**config.mk**
```make
export PLATFORM = sky130hd
export DESIGN_NAME = trit_serial_adder
export DESIGN_NICKNAME = d
export VERILOG_FILES = /design/src/rtl/trit_serial_adder_pkg.sv /design/src/rtl/trit_serial_adder_full_adder.sv /design/src/rtl/trit_serial_adder.sv
export SDC_FILE = /design/constraint.sdc
export NUM_CORES = 1
export LEC_CHECK = 0
export ABC_AREA = 1
export CELL_PAD_IN_SITES_DETAIL_PLACEMENT = 0
export CELL_PAD_IN_SITES_GLOBAL_PLACEMENT = 2
export CORE_UTILIZATION = 24
export DETAILED_ROUTE_END_ITERATION = 7
export GPL_ROUTABILITY_DRIVEN = 0
export GPL_TIMING_DRIVEN = 0
export PLACE_DENSITY = 0.72
export SYNTH_ARGS = -nofsm -noshare
export SYNTH_HDL_FRONTEND = slang
export SYNTH_HIERARCHICAL = 1
export SYNTH_SLANG_ARGS = --single-unit
export TNS_END_PERCENT = 1
```
**constraint.sdc**
```tcl
create_clock -name clk -period 2.4 [get_ports clk]
set_clock_uncertainty 0.2 [all_clocks]
set_input_delay 0.48 -clock clk [delete_from_list [all_inputs] [get_ports clk]]
set_output_delay 0.48 -clock clk [all_outputs]
set_load 0.02 [all_outputs]
```
**src/rtl/trit_serial_adder_pkg.sv**
```systemverilog
// ---------------------------------------------------------------------------
// trit_serial_adder_pkg
//
// Purpose: shared definitions for the serial ternary adder slice.
//   - Two-bit trit encoding constants (ZERO, ONE, TWO, INV)
//   - Default word length in trits
//   - FSM state encoding used by the top level
//   - Small helper for recognising the invalid trit code
//
// No ports (package).
// ---------------------------------------------------------------------------
package trit_serial_adder_pkg;

    // Trit encoding: 00=0, 01=1, 10=2, 11=invalid.
    localparam logic [1:0] ZERO = 2'b00;
    localparam logic [1:0] ONE  = 2'b01;
    localparam logic [1:0] TWO  = 2'b10;
    localparam logic [1:0] INV  = 2'b11;

    // Default number of trits per word.
    localparam int DEFAULT_TRITS = 4;

    // Word-level controller states.
    typedef enum logic [1:0] {
        ST_IDLE = 2'd0,
        ST_RUN  = 2'd1,
        ST_DONE = 2'd2
    } state_t;

    // True when a trit carries the reserved code.
    function automatic logic trit_is_invalid(input logic [1:0] t);
        return (t == INV);
    endfunction

endpackage : trit_serial_adder_pkg

```
**src/rtl/trit_serial_adder_full_adder.sv**
```systemverilog
// ---------------------------------------------------------------------------
// trit_full_adder
//
// Purpose: purely combinational single-trit ternary full adder.
//   t = a + b + cin (0..5); digit = t mod 3; cout = (t >= 3).
//   An operand carrying the reserved code is treated as zero and reported on
//   'invalid' so the word-level logic can latch an error flag.
//
// Ports:
//   a       [1:0] in   operand A trit
//   b       [1:0] in   operand B trit
//   cin           in   incoming carry (0 or 1)
//   digit   [1:0] out  result trit, always 0, 1 or 2
//   cout          out  outgoing carry
//   invalid       out  high when a or b carried the reserved code
// ---------------------------------------------------------------------------
module trit_full_adder
    import trit_serial_adder_pkg::*;
(
    input  logic [1:0] a,
    input  logic [1:0] b,
    input  logic       cin,
    output logic [1:0] digit,
    output logic       cout,
    output logic       invalid
);

    logic       a_bad;
    logic       b_bad;
    logic [1:0] a_val;
    logic [1:0] b_val;
    logic [2:0] total;
    logic [2:0] reduced;

    // Sanitise the operands: the reserved code contributes nothing to the sum,
    // which also guarantees the digit below can never land on code 11.
    always_comb begin
        a_bad = trit_is_invalid(a);
        b_bad = trit_is_invalid(b);
        a_val = a_bad ? ZERO : a;
        b_val = b_bad ? ZERO : b;
    end

    // Three-bit sum is enough for the 0..5 range. A single conditional
    // subtract of 3 performs the mod-3 reduction because t never reaches 6.
    always_comb begin
        total   = {1'b0, a_val} + {1'b0, b_val} + {2'b00, cin};
        cout    = (total >= 3'd3);
        reduced = cout ? (total - 3'd3) : total;
        digit   = reduced[1:0];
        invalid = a_bad | b_bad;
    end

endmodule : trit_full_adder

```
**src/rtl/trit_serial_adder.sv**
```systemverilog
// ---------------------------------------------------------------------------
// trit_serial_adder
//
// Purpose: adds two TRITS-trit ternary words delivered serially, LSB first,
//   one trit pair per accepted beat. The result word is held with a
//   valid/ready handshake until the consumer takes it.
//
// Parameters:
//   TRITS           trits per word, legal range 2..16
//
// Ports:
//   clk                  in   single clock, rising edge
//   rst                  in   synchronous active-high reset
//   in_valid             in   a trit-pair beat is present
//   in_ready             out  the block accepts a beat (IDLE and RUN)
//   a_trit     [1:0]     in   operand A trit
//   b_trit     [1:0]     in   operand B trit
//   out_valid            out  a completed result word is held (DONE)
//   out_ready            in   consumer accepts the result
//   sum        [2T-1:0]  out  result word, trit i at bits [2i+1:2i]
//   carry_out            out  final carry of the word (overflow)
//   err                  out  some beat of the word carried the invalid code
// ---------------------------------------------------------------------------
module trit_serial_adder
    import trit_serial_adder_pkg::*;
#(
    parameter int TRITS = DEFAULT_TRITS
) (
    input  logic                 clk,
    input  logic                 rst,
    input  logic                 in_valid,
    output logic                 in_ready,
    input  logic [1:0]           a_trit,
    input  logic [1:0]           b_trit,
    output logic                 out_valid,
    input  logic                 out_ready,
    output logic [2*TRITS-1:0]   sum,
    output logic                 carry_out,
    output logic                 err
);

    // The counter must be able to hold TRITS itself because it keeps counting
    // through the final beat and sits there while the word is held in DONE.
    localparam int              CNT_W     = $clog2(TRITS + 1);
    localparam logic [CNT_W-1:0] LAST_BEAT = CNT_W'(TRITS - 1);

    state_t             state_q;
    state_t             state_d;

    logic [CNT_W-1:0]   beat_cnt;
    logic               carry_q;
    logic               err_q;
    logic [2*TRITS-1:0] sum_q;

    logic               accept;
    logic               consume;
    logic               last_beat;

    logic [1:0]         fa_digit;
    logic               fa_cout;
    logic               fa_invalid;

    // One trit column of the addition. The running carry register is cleared
    // between words, so the first beat of every word starts with cin = 0.
    trit_full_adder u_fa (
        .a       (a_trit),
        .b       (b_trit),
        .cin     (carry_q),
        .digit   (fa_digit),
        .cout    (fa_cout),
        .invalid (fa_invalid)
    );

    // State register. Reset wins over everything, including a pending
    // handshake, so a held or partial result is simply dropped.
    always_ff @(posedge clk) begin
        if (rst) begin
            state_q <= ST_IDLE;
        end else begin
            state_q <= state_d;
        end
    end

    // Next-state and handshake decode. in_ready is low only in DONE, which is
    // what makes in_valid irrelevant while a result is waiting to be taken.
    // Consumption returns to IDLE, so in_ready comes back the following cycle
    // rather than in the same cycle as the output handshake.
    always_comb begin
        state_d   = state_q;
        in_ready  = 1'b0;
        out_valid = 1'b0;
        accept    = 1'b0;
        consume   = 1'b0;
        last_beat = (beat_cnt == LAST_BEAT);

        case (state_q)
            ST_IDLE: begin
                in_ready = 1'b1;
                accept   = in_valid;
                if (in_valid) begin
                    state_d = ST_RUN;
                end
            end
            ST_RUN: begin
                in_ready = 1'b1;
                accept   = in_valid;
                if (in_valid && last_beat) begin
                    state_d = ST_DONE;
                end
            end
            ST_DONE: begin
                out_valid = 1'b1;
                consume   = out_ready;
                if (out_ready) begin
                    state_d = ST_IDLE;
                end
            end
            default: begin
                state_d = ST_IDLE;
            end
        endcase
    end

    // Datapath: each accepted beat writes its digit into the trit slot chosen
    // by the beat counter, advances the carry, and accumulates the error flag.
    // Nothing changes in DONE until the word is consumed, which keeps sum,
    // carry_out and err stable under backpressure. Consumption clears the
    // word so the next one starts from a clean carry and error state.
    always_ff @(posedge clk) begin
        if (rst) begin
            beat_cnt <= '0;
            carry_q  <= 1'b0;
            err_q    <= 1'b0;
            sum_q    <= '0;
        end else if (consume) begin
            beat_cnt <= '0;
            carry_q  <= 1'b0;
            err_q    <= 1'b0;
            sum_q    <= '0;
        end else if (accept) begin
            sum_q[2*beat_cnt +: 2] <= fa_digit;
            carry_q                <= fa_cout;
            err_q                  <= err_q | fa_invalid;
            beat_cnt               <= beat_cnt + 1'b1;
        end
    end

    // After the last beat the running carry is the word's overflow carry.
    always_comb begin
        sum       = sum_q;
        carry_out = carry_q;
        err       = err_q;
    end

endmodule : trit_serial_adder

```
# After elaboration in Yosys (flattened, before gate mapping)
# Index checks and enable logic that the tools add are counted.
# op_classes
n_addsub,5
n_mul,0
div_mod_pow,0
n_lt_le_gt_ge,1
eq_ne,8
n_shift,2
mux,12
bitwise_logic,2
reduce_logical,5
# ops
operator,n
$neg 4->34,1
$shift 2x34->8 const A,1
$shiftx 2x34->8,1
$mux 2,6
$bwmux 8,1
$eq 2x2->1 const B,3
$ne 2x2->1 const B,3
$pmux 2 s3,1
$mux 1,4
$reduce_or 2->1,2
$add 2x2->3,1
$add 3x1->3,1
$add 3x1->3 const B,1
$eq 3x2->1 const B,1
$ge 3x2->1 const B,1
$reduce_and 3->1,1
$eq 2x1->1 const B,1
$logic_not 2->1,1
$or 1x1->1,2
$sub 2x2->2 const B,1
$logic_and 1x1->1,1
# word_totals
reg_bits,15
latchBits,0
ram_bits,0
mem_bits_ro,0
output_inout_bits,12
word_cells,40
mem_count,0

# Depth between registers and ports, before layout
# logic_depth
word_depth,8
mapped_depth,14
mapped_depth_nobuf,14

# Hierarchy
# The synthesis kept the hierarchy.
# modules_own_cells
mod,n_inst,cells_per_inst,area_each_um2,seq_area_each_um2
trit_serial_adder,1,113,788.3,300.3
trit_full_adder,1,23,133.9,0.0

# Least setup slack after synthesis
# Ideal clock, no wire load.
# synth_timing
path_type,in2reg
from,input b_trit[0]
to,"register sum_q[0], in the netlist sum[0]"
t_arrival_ns,2.343
path_slack_ns,-0.207
stages,13
cell_sequence,inv_1 > or2_1 > fa_1 > fa_1 > inv_1 > ha_1 > inv_1 > nand3_1 > nand2_1 > inv_1 > nor3_1 > nor2_1 > nor2_1
# synth_via
elab_chain_cells,8
word_cells_on_any_way,9
classes_between,add/sub (3); order compare (1); eq/ne (1); shift (1); mux (3)
# synth_lines
element,line_no,rtl
from (decl),trit_serial_adder.sv:34,"input logic [1:0] b_trit,"
$eq 2x2->1,trit_serial_adder_pkg.sv:32,return (t == INV);
$mux 2 (*),trit_serial_adder_full_adder.sv:41,b_val = b_bad ? ZERO : b;
$add 2x2->3 (*),trit_serial_adder_full_adder.sv:47,"total = {1'b0, a_val} + {1'b0, b_val} + {2'b00, cin};"
$add 3x1->3 (*),trit_serial_adder_full_adder.sv:47,
$ge 3x2->1 / $sub 2x2->2 (equally long branches),"trit_serial_adder_full_adder.sv:48, trit_serial_adder_full_adder.sv:49",
$mux 2 (*),trit_serial_adder_full_adder.sv:49,reduced = cout ? (total - 3'd3) : total;
named net fa_digit[0],trit_serial_adder.sv:59,logic [1:0] fa_digit;
$shiftx 2x34->8 (*),trit_serial_adder.sv:141,sum_q[2*beat_cnt +: 2] <= fa_digit;
$bwmux 8 (*),trit_serial_adder.sv:141,
"to (signal, indexed assignment)",trit_serial_adder.sv:141,
to (decl),trit_serial_adder.sv:53,logic [2*TRITS-1:0] sum_q;
# Mark *: on every way through the listed nets, which the timed path passes. The rest lies on a longest branch.
# A chain may end at the register's enable or synchronous reset.

# Worst setup path after layout
# layout_timing
from,input b_trit[1]
to,"register sum_q[0], in the netlist sum[0]"
# layout_via
elab_chain_cells,8
word_cells_on_any_way,9
classes_between,add/sub (3); order compare (1); eq/ne (1); shift (1); mux (3)
# layout_lines
element,line_no,rtl
$eq 2x2->1,trit_serial_adder_pkg.sv:32,
$mux 2 (*),trit_serial_adder_full_adder.sv:41,
$add 2x2->3 (*),trit_serial_adder_full_adder.sv:47,
$add 3x1->3 (*),trit_serial_adder_full_adder.sv:47,
$ge 3x2->1 (*),trit_serial_adder_full_adder.sv:48,cout = (total >= 3'd3);
named net fa_cout,trit_serial_adder.sv:60,logic fa_cout;
$mux 2 (*),trit_serial_adder_full_adder.sv:49,
named net fa_digit[0],trit_serial_adder.sv:59,
$shiftx 2x34->8 (*),trit_serial_adder.sv:141,
$bwmux 8 (*),trit_serial_adder.sv:141,
# Marked as above.

==> qor.yml <==
status:
  status: "finished with violations"
  violations: "setup timing"
detailed_routing:
  drtPass1Iterations: 4
  routed_wl_um: 2075
  vias: 864
  antenna_left: 0
  viasPerCell: 4.095
  drtIter0Drc: 28
  wire_per_inst_um: 9.834
  drc: 0
worst_setup_path:
  cp_data_required_time_ns: 2.35
  crit_path_max_fanout: 3
  max_stage_delay_ns: 0.50
  startpoint_type: "input port"
  crit_chain: "buf_6, or2_1, fa_2, fa_1, inv_2, ha_4, inv_4, nand2_4, nand2_2, nand2_2, inv_2, nor3_2, nor2_1, nor2_1"
  worstSetupEndpointType: "flop"
  path_class: "in -> reg"
  crit_slowest_cell: "fa_1"
  crit_family: "adder cells"
  cp.buffers_inverters: 4
  crit_arrival_ns: 2.38
clock_network:
  cts_hold_buf: 0
  clock-sinks: 15
  path_clk_slew_ns: 0.07
  clock_path_buffers: 2
  htree_levels: 1
  cts_tree: "yes"
  clock_latency_ns: 0.25
  root_buffer: "clkbuf_8"
  cts_inserted_buffers: 3
cells_and_area:
  drive_gt1_frac: 0.2577
  multi_input_area_um2: 580.6
  syn_to_final_growth_pct: 42.88
  final_util: 0.3599
  regArea_um2: 300.3
  nNetsFinal: 181
  fill_cells: 395
  finish.instance_area_um2: 1318
  num_antenna_cells: 0
timing:
  rsz0062_at_grt: "true"
  setup_violations: 6
  fmaxAchievable_mhz: 411.2
  worst-slew-pin-transition_ns: 0.3036
  hold_viol_final: 0
  fin_ws_ns: -0.03168
  drv_slew: 0
  min_period_ns: 2.432
  fin_crit_sh: 1.013
  hold-worst-slack_ns: 0.2491
  timing.slew.headroom: 0.7973
synth:
  synthDistinctLibCells: 21
  syn_area_per_cell_um2: 6.780
  yosysWarnings: 6
  synthesis.nets: 153
  syn_inst: 136
  syn_area_um2: 922.1
  synth.yosys.seq_area_share: 0.3256
  ys_ff_latch: 15
floorplanning:
  die_y_um: 63.99
  ios: 20
  placementRows: 22
  dieArea_um2: 4094
  die_w_um: 63.99
  core_area_um2: 3661
  start_util: 0.2519
place:
  post_dp_cell_area_um2: 1175
  dp_slack_ns: -0.8649
  dpl.hpwl_um: 1601
  io_buffers: 19
global_route:
  overflow: 0
  antenna_found_initial: 0
  grt_max_degree: 11
  grt_pass1_wl_um: 3525
  grt_pass1_vias: 823
  grt_use_total: 0.1096
power:
  finalPower_mw: 0.6817
  power.leakage_nw: 0.5527
  ir_drop_mv: 0.1909
  power_density_nw_per_um2: 517.4
hold_path:
  hold_path.class: "reg -> reg"
run:
  drv_cap: 0
==> layout make-up <==
cell class | count | share of cell area
Tap cell | 48 | 0.04558
Timing Repair Buffer | 23 | 0.1652
Clock buffer | 3 | 0.03134
Sequential cell | 15 | 0.2279
Multi-Input combinational cell | 92 | 0.4406
Buffer | 1 | 0.003799
Inverter | 28 | 0.08167
Clock inverter | 1 | 0.003799
==> worst register-to-register path: stages, from the launching register on <==
cell     delay [ns]
dfxtp_1        0.36
inv_1          0.08
fa_2           0.38
fa_1           0.50
inv_2          0.05
ha_4           0.16
inv_4          0.07
nand2_4        0.06
nand2_2        0.07
nand2_2        0.07
inv_2          0.07
nor3_2         0.04
nor2_1         0.11
nor2_1         0.04
==> cells in the final DEF (no fill, tap or decap), types with 3 or more instances in the layout <==
master and n:
nand4_1 3, nand2_4 3, nor2_1 15, dfxtp_1 15, ha_1 6, nor2_2 3
inv_1 20, nand2_1 28, clkdlybuf4s50_1 15, clkbuf_8 3, nand2_2 7, a21oi_1 9
inv_2 7, buf_4 4, nand3_1 3
==> routing by layer <==
| layer | part of all wire | vias up | global-route usage |
|---|---|---|---|
| met5 | 0 | - | 0 |
| met2 | 0.46 | 17 | 0.1848 |
| met4 | 0.016 | 0 | 0.05966 |
| met1 | 0.49 | 378 | 0.1326 |
| met3 | 0.033 | 2 | 0.01607 |
| li1 | - | 467 | - |
==> worst paths after layout <==
path / start / endpoint / slack (ns) / cells past startpoint
hold reg to reg: err$_SDFFE_PP0P_ / err$_SDFFE_PP0P_ / 0.25 / 2
setup reg to reg: carry_out$_SDFFE_PP0P_ / sum[0]$_SDFFE_PP0P_ / 0.04 / 13
setup / recovery: b_trit[1] / sum[0]$_SDFFE_PP0P_ / -0.03 / 14
hold / removal: err$_SDFFE_PP0P_ / err$_SDFFE_PP0P_ / 0.25 / 2
==> cell families after synthesis <==
logic type	share of synthesized area
compound gates	0.07326
fa+ha+maj	0.1384
buf+inv	0.1194
flops	0.3256
simple gates	0.3433
==> per-stage QoR <==
stage / TNS (ns) / std cells
after floorplan: -1.031 / 136
after global routing: -0.8434 / 211
after global placement: -6.536 / 203
final: -0.1091 / 211
after CTS: -0.4969 / 209
after detailed placement: -7.027 / 203
==> cell usage after synthesis <==
master	n	area share
a211oi_1	1	0.0081
a21oi_1	10	0.054
buf_2	1	0.0054
dfxtp_1	15	0.33
fa_1	2	0.043
ha_1	7	0.095
inv_1	26	0.11
inv_2	2	0.0081
nand2_1	34	0.14
nand2_2	3	0.020
nand2_4	1	0.012
nand3_1	5	0.027
nand4_1	3	0.020
nor2_1	17	0.069
nor2_2	1	0.0068
nor2_4	2	0.024
nor3_1	2	0.011
o21ai_0	1	0.0054
o21ai_1	1	0.0054
or2_0	1	0.0068
or2_1	1	0.0068
==> sequential cells by signal (all words and copies together) (netlist names) <==
register / cells
carry_out: 1
sum: 8
beat_cnt: 3
err: 1
state_q: 2
==> power by group <==
group	leakage, nW	total (mW)	switching, mW	internal, mW
Combinational	0.405	0.204	0.117	0.0863
Clock	0.0255	0.210	0.0948	0.115
Sequential	0.122	0.268	0.00911	0.259
==> what timing repair did <==
item / 4_1_cts / 5_1_grt
setup buffers: 2 / 2
endpoints found under the setup margin: 9 / 8
pin swaps: 15 / 11
resized for setup: 30 / 9
No activity file was read; power rests on OpenSTA's default activity.
